[config.mk]
export PLATFORM = sky130hd
export DESIGN_NAME = sixteen_rr_arbiter_flat
export DESIGN_NICKNAME = d
export VERILOG_FILES = /design/src/rtl/sixteen_rr_arbiter_if.sv /design/src/rtl/sixteen_rr_arbiter.sv /design/src/flat_wrapper.sv
export SDC_FILE = /design/constraint.sdc
export NUM_CORES = 1
export LEC_CHECK = 0
export BUFFER_PORTS_ARGS = -buffer_cell sky130_fd_sc_hd__buf_2
export CORE_ASPECT_RATIO = 0.6
export CORE_MARGIN = 2
export CORE_UTILIZATION = 60
export DETAILED_ROUTE_END_ITERATION = 8
export PLACE_DENSITY = 0.81
export SLEW_MARGIN = 20
export SYNTH_ARGS = -nofsm -noshare
export SYNTH_HDL_FRONTEND = slang
export SYNTH_SLANG_ARGS = --single-unit
[constraint.sdc]
create_clock -name clk -period 14.1 [get_ports clk]
set_clock_uncertainty 0.2 [all_clocks]
set_input_delay 1.41 -clock clk [delete_from_list [all_inputs] [get_ports clk]]
set_output_delay 1.41 -clock clk [all_outputs]
set_load 0.01 [all_outputs]
[src/rtl/sixteen_rr_arbiter_if.sv]
// rtl/sixteen_rr_arbiter_if.sv - request/grant/select bundle between requesters and the arbiter
interface sixteen_rr_arbiter_if;
    logic [0:15] req;
    logic [0:15] grant;
    logic [3:0]  sel;
    logic        valid;
    logic        preempt;

    modport master (output req, input grant, input sel, input valid, input preempt);
    modport slave  (input req, output grant, output sel, output valid, output preempt);
endinterface

[src/rtl/sixteen_rr_arbiter.sv]
// rtl/sixteen_rr_arbiter.sv - 16-way round-robin arbiter driving the SixteenMux select
module sixteen_rr_arbiter #(
    parameter int MAX_HOLD = 8
) (
    input  logic                 clk,
    input  logic                 rst,
    sixteen_rr_arbiter_if.slave  bus
);

    typedef enum logic {IDLE, BUSY} state_t;

    localparam logic [7:0] HOLD_LIMIT = 8'(MAX_HOLD - 1);

    state_t      state_q, state_d;
    logic [3:0]  cur_q, cur_d;
    logic [7:0]  hold_q, hold_d;
    logic [0:15] grant_q, grant_d;
    logic [3:0]  sel_q, sel_d;
    logic        valid_q, valid_d;
    logic        preempt_q, preempt_d;

    logic [3:0]  win;
    logic        others;
    logic        take;

    // Search starts just past the last grantee and ends on it, so it is always served last.
    function automatic logic [3:0] rr_pick(input logic [0:15] r, input logic [3:0] start);
        logic [3:0] idx;
        logic       found;
        rr_pick = start;
        found   = 1'b0;
        for (int k = 1; k <= 16; k++) begin
            idx = start + 4'(k);
            if (!found && r[idx]) begin
                rr_pick = idx;
                found   = 1'b1;
            end
        end
    endfunction

    function automatic logic [0:15] onehot(input logic [3:0] idx);
        onehot      = '0;
        onehot[idx] = 1'b1;
    endfunction

    always_comb begin
        state_d   = state_q;
        cur_d     = cur_q;
        hold_d    = hold_q;
        grant_d   = grant_q;
        sel_d     = sel_q;
        valid_d   = valid_q;
        preempt_d = 1'b0;
        take      = 1'b0;

        win    = rr_pick(bus.req, cur_q);
        others = |(bus.req & ~onehot(cur_q));

        case (state_q)
            IDLE: begin
                if (|bus.req) take = 1'b1;
            end
            BUSY: begin
                if (!bus.req[cur_q]) begin
                    if (others) begin
                        take = 1'b1;
                    end else begin
                        state_d = IDLE;
                        grant_d = '0;
                        valid_d = 1'b0;
                        hold_d  = '0;
                    end
                end else if (hold_q == HOLD_LIMIT && others) begin
                    take      = 1'b1;
                    preempt_d = 1'b1;
                end else if (hold_q != 8'hFF) begin
                    hold_d = hold_q + 8'd1;
                end
            end
            default: state_d = IDLE;
        endcase

        if (take) begin
            state_d = BUSY;
            cur_d   = win;
            sel_d   = win;
            grant_d = onehot(win);
            valid_d = 1'b1;
            hold_d  = '0;
        end
    end

    always_ff @(posedge clk or negedge rst) begin
        if (!rst) begin
            state_q   <= IDLE;
            cur_q     <= 4'd15;
            hold_q    <= '0;
            grant_q   <= '0;
            sel_q     <= '0;
            valid_q   <= 1'b0;
            preempt_q <= 1'b0;
        end else begin
            state_q   <= state_d;
            cur_q     <= cur_d;
            hold_q    <= hold_d;
            grant_q   <= grant_d;
            sel_q     <= sel_d;
            valid_q   <= valid_d;
            preempt_q <= preempt_d;
        end
    end

    assign bus.grant   = grant_q;
    assign bus.sel     = sel_q;
    assign bus.valid   = valid_q;
    assign bus.preempt = preempt_q;

endmodule

[src/flat_wrapper.sv]
// flat-port wrapper written by rule: the top's interface ports become plain ports
module sixteen_rr_arbiter_flat 
#(
    parameter int MAX_HOLD = 8
)
  (clk, rst, bus_req, bus_grant, bus_sel, bus_valid, bus_preempt);
  sixteen_rr_arbiter_if bus_i ();
  input  logic clk;
  input  logic rst;
  input wire logic [$bits(bus_i.req)-1:0] bus_req;
  output wire logic [$bits(bus_i.grant)-1:0] bus_grant;
  output wire logic [$bits(bus_i.sel)-1:0] bus_sel;
  output wire logic [$bits(bus_i.valid)-1:0] bus_valid;
  output wire logic [$bits(bus_i.preempt)-1:0] bus_preempt;
  assign bus_i.req = bus_req;
  assign bus_grant = bus_i.grant;
  assign bus_sel = bus_i.sel;
  assign bus_valid = bus_i.valid;
  assign bus_preempt = bus_i.preempt;
  sixteen_rr_arbiter #(.MAX_HOLD(MAX_HOLD)) u_core (.clk(clk), .rst(rst), .bus(bus_i));
endmodule
==> results of run 1 <==
[routing by layer]
layer	global-route usage	share of wire	wire, µm	vias up
met4	0.0427	0.011	129	0
met5	0	0	0	-
li1	-	-	-	1803
met3	0.0726	0.12	1480	17
met1	0.474	0.44	5380	1897
met2	0.483	0.42	5130	310
[worst paths after layout]
path,start,cells after the start,end
max,u_core.cur_q[1]$_DFFE_PN1P_,11,u_core.bus.grant[3]$_DFFE_PN0P_
min,u_core.bus.grant[0]$_DFFE_PN0P_,2,u_core.bus.grant[0]$_DFFE_PN0P_
max reg2reg,u_core.cur_q[1]$_DFFE_PN1P_,11,u_core.bus.grant[3]$_DFFE_PN0P_
min reg2reg,u_core.bus.grant[0]$_DFFE_PN0P_,2,u_core.bus.grant[0]$_DFFE_PN0P_
max in group asynchronous,rst,1,u_core.hold_q[1]$_DFFE_PN0P_
min in group asynchronous,rst,1,u_core.bus.grant[4]$_DFFE_PN0P_
[state kept, by name, indices dropped and copies added (netlist names)]
register	cells
u_core.bus.preempt	1
u_core.state_q	1
u_core.bus.grant	16
u_core.hold_q	8
u_core.bus.sel	4
u_core.cur_q	4
u_core.bus.valid	1
[cell usage after synthesis, drive strengths merged, types with 11 or more instances]
cell	count
nand2	55
nor2	41
dfrtp	31
mux4	29
mux2i	24
a21oi	20
inv	18
o31ai	18
ha	15
buf	14
o21ai	14
mux2	11
nor3	11
xnor2	11
[per-stage QoR]
stage | instance area [µm²] | cells
2_1_floorplan | 4210 | 457
4_1_cts | 4560 | 570
5_1_grt | 4560 | 570
6_report | 4560 | 570
3_3_place_gp | 4400 | 562
3_5_place_dp | 4400 | 562
[kinds of logic after synthesis]
family | Yosys count | synth area share
AO/OA/AOI/OAI | 118 | 0.212
flip-flops | 35 | 0.209
multiplexers | 64 | 0.249
buffers and inverters | 41 | 0.0458
XOR/XNOR | 21 | 0.0437
AND/OR/NAND/NOR | 163 | 0.196
adder cells (fa/ha/maj) | 15 | 0.0446
[cell type report]
cell class	count	area share
inverter	19	0.0157
tap	87	0.0239
clock buffer	8	0.0343
timing repair buffer	40	0.0445
multi-input combinational	381	0.688
sequential	35	0.193
[worst reg2reg max path, cell delays in order, from the launching register on]
cell	delay, ns
dfstp_2	0.97
inv_1	0.42
ha_1	0.86
mux4_1	0.51
mux2i_1	0.44
mux2i_1	0.38
or4b_4	0.63
or2_4	0.28
o311ai_4	0.37
mux2i_1	0.45
o21ai_2	0.16
o31ai_1	0.29
==> results.tsv, run 1 <==
metric	value	unit
seqCellArea	881	µm²
num_rows	23	
cts_buffers	5	
ys_seq_area_frac	0.209	
syn_nets	490	
drive_gt1_frac	0.224	
route.detailed.drc	0	
cp-start-kind	flop	
holdBufCountCts	0	
crit_type	reg2reg	
cp.arrival	6.03	ns
cp_data_required_time	14.07	ns
clockBufferDepth	2	
ys.flop_type	dfrtp_1	
wl	12.1	mm
syn-cell-area	4210	µm²
crit_top_cell	mux2i_1	
drtPass1Iterations	5	
final.min_clock_period	6.06	ns
dieHeight	68.9	µm
wl_per_cell	21.3	µm
drv_cap	0	
slew-limit-headroom	0.338	
synth_area_leader_cell	dfrtp_1	
post_cts_buffers	0	
multi_input_area	3140	µm²
worstPathCellList	inv_1 -> ha_1 -> mux4_1 -> mux2i_1 -> mux2i_1 -> or4b_4 -> or2_4 -> o311ai_4 -> mux2i_1 -> o21ai_2 -> o31ai_1	
area_growth	8.23	%
synth_top_area_share	0.184	
htreeDepth	2	
clk_latency	0.27	ns
setup_viol_count_final	0	
final_common_cell	nand2_1	
fmax	0.165	GHz
grt_pass1_vias	3492	
start_util	0.625	
dp_hpwl	9.07	mm
critical-path-max-stage-delay	0.97	ns
holdWs	0.275	ns
coreArea	6730	µm²
critPathTopFamily	multiplexers	
cp_max_fo	28	
critPathSlowestCell	dfstp_2	
final-hold-violation-count	0	
port_buffers	39	
rrSetupSlack	8.04	ns
fillers	557	
antenna_found_initial	0	
io_pins	40	
syn_inst	457	
grt-ovfl-total	0	
cts_root_buffer	clkbuf_16	
async_flop_share	1.00	
clk_pin_slew_worst_paths	0.05	ns
worstSetupEndpointType	flop	
insertedDiodeCount	0	
period_share	0.430	
finalNetCount	515	
via_count	4027	
grt_setup_unrepaired	false	
status	complete, no violations	
drtIter0Drc	517	
setup_slack	8.04	ns
netlist_top_cells_area	dfrtp_1, mux4_2, mux2i_1, nand2_1, ha_1	
grtUsageTotal	0.316	
utilization	0.677	
die_area	7720	µm²
dpl_worst_slack	8.22	ns
ys_warn_count	0	
vias_per_cell	7.06	
cts_tree	built	
cts_sinks	35	
avgSynthCellArea	9.21	µm²
gp_congestion	1.01	
layout_common_cells	nand2_1, nor2_1, buf_2, dfrtp_1, mux2i_1	
yosys.cell_types.count	82	
grt_max_degree	36	
grt_pass1_wl	18.9	mm
synth-edff-count	0	
critPathBufInv	1	
ctsResizeCount	0	
hp-class	reg2reg	
slew_viol_final	0	
worstMarginPinSlew	0.989	ns
postRouteAntennaNets	0	
tns	0	ns
yosys_register_bits	35	
fp.dieW	112	µm
Power of run 1 is not shown: default switching activity piles up to over one toggle a cycle in this logic, so the estimate is an artifact.
==> run 2: changes to the inputs <==
--- a/config.mk
+++ b/config.mk
@@ -8,9 +8,9 @@
 export BUFFER_PORTS_ARGS = -buffer_cell sky130_fd_sc_hd__buf_2
 export CORE_ASPECT_RATIO = 0.6
 export CORE_MARGIN = 2
-export CORE_UTILIZATION = 60
+export CORE_UTILIZATION = 55
 export DETAILED_ROUTE_END_ITERATION = 8
-export PLACE_DENSITY = 0.81
+export PLACE_DENSITY = 0.78
 export SLEW_MARGIN = 20
 export SYNTH_ARGS = -nofsm -noshare
 export SYNTH_HDL_FRONTEND = slang
==> constraint.sdc (replaced) <==
create_clock -name clk -period 5.2 [get_ports clk]
set_clock_uncertainty 0.2 [all_clocks]
set_input_delay 0.52 -clock clk [delete_from_list [all_inputs] [get_ports clk]]
set_output_delay 0.52 -clock clk [all_outputs]
set_load 0.01 [all_outputs]
==> results.tsv, run 2 (synthesized netlist as in run 1, its figures left out) <==
metric	value	unit	change
status	complete, no violations		unchanged
wl	12.8	mm	was 12.1 mm
worstMarginPinSlew	0.744	ns	was 0.989 ns
postRouteAntennaNets	0		unchanged
dieHeight	71.8	µm	was 68.9 µm
final.min_clock_period	4.98	ns	was 6.06 ns
worstSetupEndpointType	flop		unchanged
grt-ovfl-total	0		unchanged
start_util	0.574		was 0.625
rrSetupSlack	0.22	ns	was 8.04 ns
holdBufCountCts	0		unchanged
multi_input_area	3140	µm²	unchanged
drv_cap	0		unchanged
slew-limit-headroom	0.504		was 0.338
clk_pin_slew_worst_paths	0.05	ns	about the same
layout_common_cells	nand2_1, nor2_1, buf_2, dfrtp_1, mux2i_1		unchanged
setup_slack	0.219	ns	was 8.04 ns
port_buffers	39		unchanged
gp_congestion	1.04		was 1.01
grtUsageMet1	0.487		was 0.474
crit_type	reg2reg		unchanged
grtUsageTotal	0.323		was 0.316
fillers	617		was 557
grt_setup_unrepaired	false		unchanged
vias_per_cell	6.89		was 7.06
route.detailed.drc	0		unchanged
seqCellArea	881	µm²	unchanged
final_common_cell	nand2_1		unchanged
cp-start-kind	flop		unchanged
cp_max_fo	18		was 28
fp.dieW	117	µm	was 112 µm
die_area	8390	µm²	was 7720 µm²
grtUsageMet3	0.141		was 0.0726
holdWs	0.101	ns	was 0.275 ns
wl_per_cell	21.4	µm	was 21.3 µm
final-hold-violation-count	0		unchanged
drive_gt1_frac	0.238		was 0.224
slew_viol_final	0		unchanged
grt_max_degree	36		unchanged
cts_sinks	35		unchanged
cts_buffers	5		unchanged
num_rows	24		was 23
grt_use_met2	0.436		was 0.483
dp_hpwl	9.56	mm	was 9.07 mm
grt_pass1_vias	3851		was 3492
insertedDiodeCount	0		unchanged
drtPass1Iterations	5		unchanged
cp_data_required_time	5.17	ns	was 14.07 ns
cts_root_buffer	clkbuf_16		unchanged
antenna_found_initial	0		unchanged
setup_viol_count_final	0		unchanged
io_pins	40		unchanged
cp.arrival	4.95	ns	was 6.03 ns
clockBufferDepth	2		unchanged
period_share	0.958		was 0.430
grt_pass1_wl	20.7	mm	was 18.9 mm
cts_tree	built		unchanged
drtIter0Drc	572		was 517
area_growth	10.4	%	was 8.23%
htreeDepth	2		unchanged
post_cts_buffers	0		unchanged
coreArea	7330	µm²	was 6730 µm²
hp-class	in2async		was reg2reg
largest_reg_flops	16		unchanged
gr-max-usage-layer	met1		was met2
ctsResizeCount	0		unchanged
tns	0	ns	unchanged
clk_latency	0.28	ns	was 0.27 ns
finalNetCount	527		was 515
fmax	0.201	GHz	was 0.165 GHz
via_count	4125		was 4027
dpl_worst_slack	0.378	ns	was 8.22 ns
## run 2: worst max-delay path: stages (launching register included)
cell	delay, ns
dfstp_2	0.84
inv_2	0.21
ha_1	0.59
mux2_2	0.39
mux4_2	0.55
a2bb2oi_1	0.33
nand4_4	0.21
or2_4	0.33
o311ai_4	0.36
mux2i_1	0.42
nand3_2	0.19
o31ai_1	0.27
## run 2: path summary, 6_finish.rpt
kind | start | end | cells after the start
max | u_core.cur_q[3]$_DFFE_PN1P_ | u_core.bus.grant[7]$_DFFE_PN0P_ | 11
min | rst | u_core.bus.grant[6]$_DFFE_PN0P_ | 1
max reg2reg | u_core.cur_q[3]$_DFFE_PN1P_ | u_core.bus.grant[7]$_DFFE_PN0P_ | 11
min reg2reg | u_core.bus.grant[1]$_DFFE_PN0P_ | u_core.bus.grant[1]$_DFFE_PN0P_ | 2
max in group asynchronous | rst | u_core.state_q$_DFF_PN0_ | 1
min in group clk | u_core.bus.grant[1]$_DFFE_PN0P_ | u_core.bus.grant[1]$_DFFE_PN0P_ | 2
## run 2: routing by layer
metal,share of wire,vias to the layer above
li1,-,1828
met4,0.0084,0
met3,0.17,18
met5,0,-
met2,0.40,320
met1,0.42,1959
## run 2: area by class of cell
class                      instances  share of cell area
clock buffer                       8              0.0293
inverter                          19              0.0153
multi-input combinational        381               0.675
sequential                        35               0.190
tap                              104              0.0280
timing repair buffer              52              0.0630
## run 2: metrics by stage
stage | instance area, µm² | std cells | util
3_3_place_gp | 4510 | 591 | 0.616
3_5_place_dp | 4510 | 591 | 0.616
4_1_cts | 4650 | 599 | 0.634
6_report | 4650 | 599 | 0.634
2_1_floorplan | 4210 | 457 | -
5_1_grt | 4650 | 599 | 0.634
Power of run 2 is left out for the same reason.
==> run 3: changes to the inputs <==
--- a/config.mk
+++ b/config.mk
@@ -10,6 +10,7 @@
 export CORE_MARGIN = 2
 export CORE_UTILIZATION = 55
 export DETAILED_ROUTE_END_ITERATION = 8
+export MAX_ROUTING_LAYER = met4
 export PLACE_DENSITY = 0.78
 export SLEW_MARGIN = 20
 export SYNTH_ARGS = -nofsm -noshare
==> results.tsv, run 3 (synthesized netlist as in run 1, its figures left out) <==
metric	value	unit	change
cp_max_fo	18		unchanged
worstPathCellList	inv_2 -> ha_1 -> mux2_2 -> mux4_2 -> a2bb2oi_1 -> nand4_4 -> or2_4 -> o311ai_4 -> mux2i_1 -> nand3_2 -> o31ai_1		unchanged
critPathBufInv	1		unchanged
wl_met3	1.55	mm	was 2.14 mm
dp_hpwl	9.67	mm	was 9.56 mm
holdBufCountCts	0		unchanged
critPathSlowestCell	dfstp_2		unchanged
wl	12.7	mm	was 12.8 mm
period_share	0.945		was 0.958
routed-wl-met2	5.17	mm	was 5.16 mm
slew-limit-headroom	0.486		was 0.504
drv_cap	0		unchanged
clk_pin_slew_worst_paths	0.05	ns	about the same
critPathTopFamily	multiplexers		unchanged
grt_pass1_vias	3548		was 3851
tns	0	ns	unchanged
critical-path-max-stage-delay	0.82	ns	was 0.84 ns
final.min_clock_period	4.91	ns	was 4.98 ns
final-hold-violation-count	0		unchanged
io_pins	40		unchanged
clk_latency	0.28	ns	about the same
final_common_cell	nand2_1		unchanged
grt_max_degree	36		unchanged
postRouteAntennaNets	0		unchanged
area_growth	11.4	%	was 10.4%
via_count	4048		was 4125
wl_per_cell	21.1	µm	was 21.4 µm
cts_buffers	5		unchanged
rrSetupSlack	0.29	ns	was 0.22 ns
start_util	0.574		unchanged
dieHeight	71.8	µm	unchanged
coreArea	7330	µm²	unchanged
drtIter0Drc	528		was 572
setup_viol_count_final	0		unchanged
fillers	646		was 617
fmax	0.203	GHz	was 0.201 GHz
insertedDiodeCount	0		unchanged
wl_met1	5.86	mm	was 5.40 mm
cp-start-kind	flop		unchanged
largest_reg_flops	16		unchanged
grt_pass1_wl	20.1	mm	was 20.7 mm
grt-ovfl-total	0		unchanged
htreeDepth	2		unchanged
reg2reg_depth	11		unchanged
finalNetCount	530		was 527
slew_viol_final	0		unchanged
num_rows	24		unchanged
vias_per_cell	6.72		was 6.89
worstSetupEndpointType	flop		unchanged
cts_sinks	35		unchanged
port_buffers	39		unchanged
crit_type	reg2reg		unchanged
die_area	8390	µm²	unchanged
hp-class	in2async		unchanged
drtPass1Iterations	5		unchanged
post_cts_buffers	0		unchanged
gp_congestion	1.09		was 1.04
topRoutingLayerUsed	met4		unchanged
cp_data_required_time	5.18	ns	was 5.17 ns
antenna_found_initial	0		unchanged
drive_gt1_frac	0.247		was 0.238
clockBufferDepth	2		unchanged
r2r_end	u_core.bus.grant[13]$_DFFE_PN0P_		was u_core.bus.grant[7]$_DFFE_PN0P_
route.detailed.drc	0		unchanged
cts_tree	built		unchanged
grtUsageTotal	0.326		was 0.323
ctsResizeCount	0		unchanged
fp.dieW	117	µm	unchanged
cts_root_buffer	clkbuf_16		unchanged
grt_setup_unrepaired	false		unchanged
layout_common_cells	nand2_1, nor2_1, buf_2, dfrtp_1, mux2i_1		unchanged
cp.arrival	4.89	ns	was 4.95 ns
status	complete, no violations		unchanged
worstMarginPinSlew	0.772	ns	was 0.744 ns
r2r_start	u_core.cur_q[3]$_DFFE_PN1P_		unchanged
-- run 3: cell count changes in the layout (fill, tap and decap cells not counted) --
cell / previous run / this run
buf_4: 13 / 16
clkbuf_1: 3 / 1
clkbuf_8: 0 / 2
-- run 3: worst register-to-register path, delay by kind of cell (launching register included) --
family | cells | cell delay, ns
AO/OA/AOI/OAI | 3 | 0.95
adder cells (fa/ha/maj) | 1 | 0.59
buffers and inverters | 1 | 0.21
flip-flops | 1 | 0.82
multiplexers | 3 | 1.34
AND/OR/NAND/NOR | 3 | 0.70
-- run 3: through the flow --
step           cells  worst slack (ns)  hold WS [ns]   util  instance area [µm²]
3_5_place_dp     594             0.406         0.264  0.619                 4530
5_1_grt          602            0.0458         0.173  0.640                 4690
4_1_cts          602             0.371         0.145  0.640                 4690
2_1_floorplan    457            0.0860        0.0244      -                 4210
3_3_place_gp     594             0.461         0.255  0.619                 4530
6_report         602             0.286         0.114  0.640                 4690
-- run 3: worst max-delay path by stage --
stage	from	endpoint	slack, ns	cells after the start
finish	u_core.cur_q[3]$_DFFE_PN1P_	u_core.bus.grant[13]$_DFFE_PN0P_	0.29	11
detailed placement	u_core.cur_q[3]$_DFFE_PN1P_	u_core.bus.grant[13]$_DFFE_PN0P_	0.41	11
global placement	u_core.cur_q[3]$_DFFE_PN1P_	u_core.bus.grant[3]$_DFFE_PN0P_	0.46	11
floorplan	u_core.cur_q[1]$_DFFE_PN1P_	u_core.bus.grant[1]$_DFFE_PN0P_	0.09	16
CTS	u_core.cur_q[3]$_DFFE_PN1P_	u_core.bus.grant[13]$_DFFE_PN0P_	0.37	11
global route	u_core.cur_q[3]$_DFFE_PN1P_	u_core.bus.grant[3]$_DFFE_PN0P_	0.05	11
-- run 3: final cells by class --
class / instances / area (µm²) / share of cell area
well taps: 104 / 130 / 0.0277
inverters: 19 / 71.3 / 0.0152
clock buffers: 8 / 156 / 0.0334
flip-flops and latches: 35 / 881 / 0.188
repair buffers: 55 / 315 / 0.0672
multi-input cells: 381 / 3140 / 0.669
-- run 3: layer usage --
layer / track usage / up-vias
met5: - / -
met2: 0.422 / 239
met4: 0.0418 / 0
li1: - / 1842
met3: 0.0914 / 16
met1: 0.515 / 1951
Power of run 3 is left out for the same reason.
